===== src/rtl/shift_sequencer_pkg.sv =====
// Shared encodings, state type and default width for shift_sequencer.
// Optional rotate support is selected in the top via SHIFT_SEQUENCER_ROTATE_EN.
package shift_sequencer_pkg;

    localparam int unsigned SHAMT_W_DEF = 5;

    localparam logic [2:0] OP_SLL  = 3'b000;
    localparam logic [2:0] OP_SRL  = 3'b001;
    localparam logic [2:0] OP_SRA  = 3'b010;
    localparam logic [2:0] OP_SLLV = 3'b011;
    localparam logic [2:0] OP_SRLV = 3'b100;
    localparam logic [2:0] OP_SRAV = 3'b101;
    localparam logic [2:0] OP_ROR  = 3'b110;
    localparam logic [2:0] OP_RSVD = 3'b111;

    localparam logic [2:0] CTL_HOLD = 3'b000;
    localparam logic [2:0] CTL_LOAD = 3'b001;
    localparam logic [2:0] CTL_SLL1 = 3'b010;
    localparam logic [2:0] CTL_SRL1 = 3'b011;
    localparam logic [2:0] CTL_SRA1 = 3'b100;
    localparam logic [2:0] CTL_ROR1 = 3'b101;

    localparam logic [1:0] SRC_B    = 2'b00;
    localparam logic [1:0] SRC_A    = 2'b01;
    localparam logic [1:0] SRC_IMM  = 2'b10;
    localparam logic [1:0] SRC_ZERO = 2'b11;

    typedef enum logic [1:0] {
        ST_IDLE  = 2'b00,
        ST_LOAD  = 2'b01,
        ST_SHIFT = 2'b10,
        ST_DONE  = 2'b11
    } state_t;

    // Single-bit shift code for an op; reserved ops map to hold.
    function automatic logic [2:0] shift_code(input logic [2:0] op);
        logic [2:0] code;
        code = CTL_HOLD;
        case (op)
            OP_SLL, OP_SLLV: code = CTL_SLL1;
            OP_SRL, OP_SRLV: code = CTL_SRL1;
            OP_SRA, OP_SRAV: code = CTL_SRA1;
            OP_ROR:          code = CTL_ROR1;
            default:         code = CTL_HOLD;
        endcase
        return code;
    endfunction

endpackage


===== src/rtl/shift_sequencer.sv =====
// Multi-cycle shift sequencer: IDLE -> LOAD -> SHIFT x count -> DONE.
// Define SHIFT_SEQUENCER_ROTATE_EN to enable op 110 (rotate right).
module shift_sequencer
    import shift_sequencer_pkg::*;
#(
    parameter int unsigned SHAMT_W = SHAMT_W_DEF
) (
    input  logic               clk,
    input  logic               reset,
    input  logic               start,
    input  logic [2:0]         op,
    input  logic [1:0]         src_sel,
    input  logic [SHAMT_W-1:0] shamt_imm,
    input  logic [SHAMT_W-1:0] shamt_reg,
    output logic [1:0]         dis_reg_e,
    output logic [2:0]         shift_ctl,
    output logic               busy,
    output logic               done
);

    state_t             state_q, state_d;
    logic [2:0]         op_q, op_d;
    logic [1:0]         src_q, src_d;
    logic [SHAMT_W-1:0] count_q, count_d;
    logic               op_rsvd;
    logic [2:0]         op_code;

`ifdef SHIFT_SEQUENCER_ROTATE_EN
    assign op_rsvd = (op == OP_RSVD);
    assign op_code = shift_code(op_q);
`else
    assign op_rsvd = (op == OP_RSVD) || (op == OP_ROR);
    assign op_code = (op_q == OP_ROR) ? CTL_HOLD : shift_code(op_q);
`endif

    always_ff @(posedge clk) begin
        if (!reset) begin
            state_q <= ST_IDLE;
            op_q    <= '0;
            src_q   <= '0;
            count_q <= '0;
        end else begin
            state_q <= state_d;
            op_q    <= op_d;
            src_q   <= src_d;
            count_q <= count_d;
        end
    end

    always_comb begin
        state_d   = state_q;
        op_d      = op_q;
        src_d     = src_q;
        count_d   = count_q;
        dis_reg_e = '0;
        shift_ctl = CTL_HOLD;
        busy      = (state_q != ST_IDLE);
        done      = 1'b0;

        case (state_q)
            ST_IDLE: begin
                if (start) begin
                    op_d    = op;
                    src_d   = src_sel;
                    state_d = ST_LOAD;
                    if (op_rsvd)
                        count_d = '0;
                    else if (op inside {OP_SLLV, OP_SRLV, OP_SRAV})
                        count_d = shamt_reg;
                    else
                        count_d = shamt_imm;
                end
            end
            ST_LOAD: begin
                shift_ctl = CTL_LOAD;
                dis_reg_e = src_q;
                state_d   = (count_q != '0) ? ST_SHIFT : ST_DONE;
            end
            ST_SHIFT: begin
                shift_ctl = op_code;
                dis_reg_e = src_q;
                // Saturating decrement; leaves on the final shift cycle.
                if (count_q != '0)
                    count_d = count_q - SHAMT_W'(1);
                if (count_q <= SHAMT_W'(1))
                    state_d = ST_DONE;
            end
            ST_DONE: begin
                done      = 1'b1;
                dis_reg_e = src_q;
                state_d   = ST_IDLE;
            end
            default: state_d = ST_IDLE;
        endcase
    end

endmodule


===== config.mk =====
export PLATFORM = sky130hd
export DESIGN_NAME = shift_sequencer
export DESIGN_NICKNAME = d
export VERILOG_FILES = /design/src/rtl/shift_sequencer_pkg.sv /design/src/rtl/shift_sequencer.sv
export SDC_FILE = /design/constraint.sdc
export NUM_CORES = 1
export LEC_CHECK = 0
export ABC_CLOCK_PERIOD_IN_PS = 2130
export CORE_UTILIZATION = 25
export DETAILED_ROUTE_END_ITERATION = 7
export PLACE_DENSITY = 0.45
export RECOVER_POWER = 100
export REMOVE_ABC_BUFFERS = 1
export SYNTH_ARGS = -nofsm -noshare
export SYNTH_HDL_FRONTEND = slang
export SYNTH_SLANG_ARGS = --single-unit

===== constraint.sdc =====
create_clock -name clk -period 2.13 [get_ports clk]
set_clock_uncertainty 0.1 [all_clocks]
set_input_delay 0.426 -clock clk [delete_from_list [all_inputs] [get_ports clk]]
set_output_delay 0.426 -clock clk [all_outputs]
set_load 0.005 [all_outputs]

-- After elaboration in Yosys (flattened, before gate mapping)
Cells that the tools add are included.
- register bits after elaboration: 12
- input port bits: 18
- output and inout port bits: 7
- logic and storage cells: 51
- $add $sub $neg: 1
- order comparisons: 1
- equality and inequality tests: 17
- muxes and demuxes: 14
- reductions and logical operators: 14
- operators by type and width (cell ; number):
    $eq 3x3->1 const B ; 7
    $mux 5 ; 4
    $pmux 5 s2 ; 1
    $eq 3x2->1 const B ; 3
    $pmux 3 s3 ; 1
    $pmux 2 s4 ; 1
    $mux 2 ; 3
    $ne 2x2->1 const B ; 3
    $pmux 3 s2 ; 1
    $reduce_or 2->1 ; 3
    $le 5x1->1 const B ; 1
    $reduce_bool 5->1 ; 1
    $sub 5x1->5 const B ; 1
    $eq 2x2->1 const B ; 2
    $reduce_and 2->1 ; 2
    $reduce_bool 2->1 ; 2
    $eq 3x1->1 const B ; 1
    $logic_not 3->1 ; 1
    $mux 3 ; 1
    $reduce_and 3->1 ; 1
    $reduce_bool 3->1 ; 1
    $reduce_or 3->1 ; 1
    $eq 2x1->1 const B ; 1
    $logic_not 2->1 ; 1
    other kinds (2) ; 3

-- Logic depth before layout (Yosys ltp)
- depth after elaboration: 6
- depth in mapped cells: 6
- mapped depth without buffers: 6

-- Worst setup path after synthesis
Ideal clock, no wire load.
- kind: reg-to-output
- from: register state_q[0]
- to: output port shift_ctl[1]
- arrival time: 1201 ps
- setup slack: 403 ps
- cell stages (with the launch flop): 6
- path buffers: 1
- cells stage by stage: dfxtp_1 > inv_1 > ha_1 > clkbuf_1 > nand3_1 > a21oi_1
- word-level cells in the longest chain between the ends: 2
- elaborated cells between the ends (all ways): 3
- classes of those cells: eq/ne (2); mux (1)
- RTL lines (item ; line ; source):
    start: declaration ; shift_sequencer.sv:21 ; state_t state_q, state_d;
    start signal: assignment ; shift_sequencer.sv:43 ; state_q <= state_d;
    $eq 2x2->1 or $eq 2x1->1 (tied branches) ; shift_sequencer.sv:60 ; case (state_q)
    $pmux 3 s2 (*) ; shift_sequencer.sv:60 ;
    end: declaration ; shift_sequencer.sv:16 ; output logic [2:0] shift_ctl,
Every way passes the cells marked *; elsewhere a longest branch is shown, timed or not.

-- Worst setup path in the final report
- from: register state_q[1]
- to: output port busy
- word-level cells in the longest chain between the ends: 1
- RTL lines (item ; line ; source):
    $reduce_bool 2->1 ; shift_sequencer.sv:57 ; busy = (state_q != ST_IDLE);
    end: declaration ; shift_sequencer.sv:17 ; output logic busy,
No other way between the ends.

==> qor.csv <==
metric,value,unit
startpoint_type,flop,
hold_class,reg -> reg,
syn_area_per_cell,8.02,sq um
synth_top_area_frac,0.254,
clock_path_buffers,2,
antenna_found_initial,0,
die_h,63.5,microns
status,finished clean,
p_leak,0.578,nW
slew_violations,0,
path_class,reg -> out,
placed_cells,193,
min_period,2.04,ns
synth_cells,118,
nFillCells,375,
cp_max_fo,7,
grt_overflow_total,0,
hold_buffers,0,
io_pins,25,
endpoint_kind,output port,
numCtsBuffers,3,
grt_pass1_wl,4280,microns
finish.utilization,0.407,
syn_to_final_growth,49.2,%
maxCapViolations,0,
dieWidth,63.5,microns
grt_pass1_vias,944,
routabilityCongestion,0.755,
row_count,21,
worstPathRequired,1.60,ns
grt_start_max_net_pins,13,
pre_cts_slack,0.0932,ns
ir_drop,0.454,mV
stdcell_count,202,
synthTopCellsByCount,"12 x dfxtp_1, 12 x nand2_1, 8 x nand3_1",
cp.arrival,1.51,ns
die_area,4030,sq um
rsz0062_at_grt,no,
cts_root_buf,clkbuf_8,
ys_seq_area_frac,0.254,
clock-sinks,12,
synth.largest_area_cell,dfxtp_1,
numPortBuffers,24,
first_iter_violations,17,
period_share,0.955,
syn_area,946,sq um
via_count,968,
antenna_cells,0,
setup_ws,0.0950,ns
finalSetupTns,0,ns
dpl.hpwl,1920,microns
fmax,491,MHz
synth_seq_cells,12,
hold_viol,0,
worst_slew_pin_slew,0.412,ns
start_util,0.273,
setup_viol,0,
clk_latency,0.25,ns
first_pass_iters,4,
power_density,1140,nW/um^2
nets,181,
timing.slew.headroom,0.725,
clk_pin_slew,0.06,ns
drcViolationCount,0,
yosys_warnings,0,
core,3470,sq um
drt-vias-per-instance,4.79,
synthFlopType,dfxtp_1,
drive_gt1_frac,0.192,
ys_types,39,
grt.total_usage,0.133,
ys_top_cells_by_area,"dfxtp_1 25%, ha_1 7.9%, mux2i_1 7.4%",
synthArstFlopShare,0,
wirelength,2540,microns
wl_per_cell,12.6,microns
cts_max_level,1,
drtAntennaViolNets,0,
synth_enable_flop_cells,0,
tritoncts,done,
## cells in the final DEF (no fill, tap or decap), types with 3 or more instances in the layout
cell	instances
ha_1	5
clkdlybuf4s50_1	20
nor2b_1	6
a21oi_1	4
clkbuf_8	4
dlygate4sd2_1	3
mux2i_1	7
a21boi_0	7
nand3_1	8
nor2_1	5
o22ai_1	3
nand2_1	12
nand2b_1	3
a31oi_1	3
inv_1	6
dfxtp_1	11
buf_4	15
o21ai_0	3
## kinds of logic (layout without fill, tap and decap cells)
| family | after synthesis | count (layout) | share of synthesized area |
|---|---|---|---|
| buffers and inverters | 15 | 53 | 0.0635 |
| flip-flops | 12 | 12 | 0.254 |
| AND/OR/NAND/NOR | 42 | 42 | 0.241 |
| multiplexers | 7 | 7 | 0.0741 |
| AO/OA/AOI/OAI | 35 | 35 | 0.279 |
| adder cells (fa/ha/maj) | 6 | 6 | 0.0794 |
| XOR/XNOR | 1 | 1 | 0.00926 |
## timing repair
item	4_1_cts	5_1_grt
endpoints found under the setup margin	6	2
resized for setup	10	0
setup buffers	3	2
cloned	0	0
pin swaps	2	1
## final timing paths
path	slack (ns)	to	startpoint	cells past startpoint
worst min register to register	0.36	src_q[0]$_SDFFE_PN0P_	src_q[0]$_SDFFE_PN0P_	2
worst max-delay path	0.09	busy	state_q[1]$_SDFFE_PN0P_	4
worst max register to register	0.29	count_q[2]$_SDFFE_PN0P_	count_q[0]$_SDFFE_PN0P_	7
worst min-delay path	0.36	src_q[0]$_SDFFE_PN0P_	src_q[0]$_SDFFE_PN0P_	2
## layer usage
metal | track usage | up-vias | part of all wire
li1 | - | 509 | -
met1 | 0.165 | 434 | 0.49
met2 | 0.225 | 23 | 0.46
met3 | 0.0362 | 2 | 0.044
met4 | 0.0284 | 0 | 0.0043
met5 | 0 | - | 0
## state kept, by name (all words and copies together) (netlist names)
register	count
state_q	2
count_q	5
op_q	3
src_q	2
## stage by stage
stage | hold WS [ns] | cell area, sq um | power (mW)
floorplan | 0.339 | 916 | 0.888
global placement | 0.358 | 1300 | 1.24
detailed placement | 0.357 | 1300 | 1.24
CTS | 0.366 | 1410 | 1.61
global route | 0.403 | 1410 | 1.76
finish | 0.360 | 1410 | 1.60
## final cells by class
cell class,count,area [sq um],share of cell area
multi-input combinational,91,663,0.470
timing repair buffer,41,362,0.256
sequential,12,244,0.173
tap,46,57.6,0.0408
clock buffer,4,55.1,0.0390
inverter,8,30.0,0.0213
## worst max-delay path: stages, from the launching register on
cell and delay (ns):
dfxtp_4 0.35, inv_1 0.11, ha_4 0.19, inv_1 0.04
dlygate4sd3_1 0.56
## report_power, final
group / switching (mW) / internal, mW / total (mW)
logic: 0.462 / 0.505 / 0.967
clock network: 0.0950 / 0.164 / 0.259
registers: 0.0787 / 0.300 / 0.378
total: 0.635 / 0.968 / 1.60
Power figures use the tool's default switching activity.
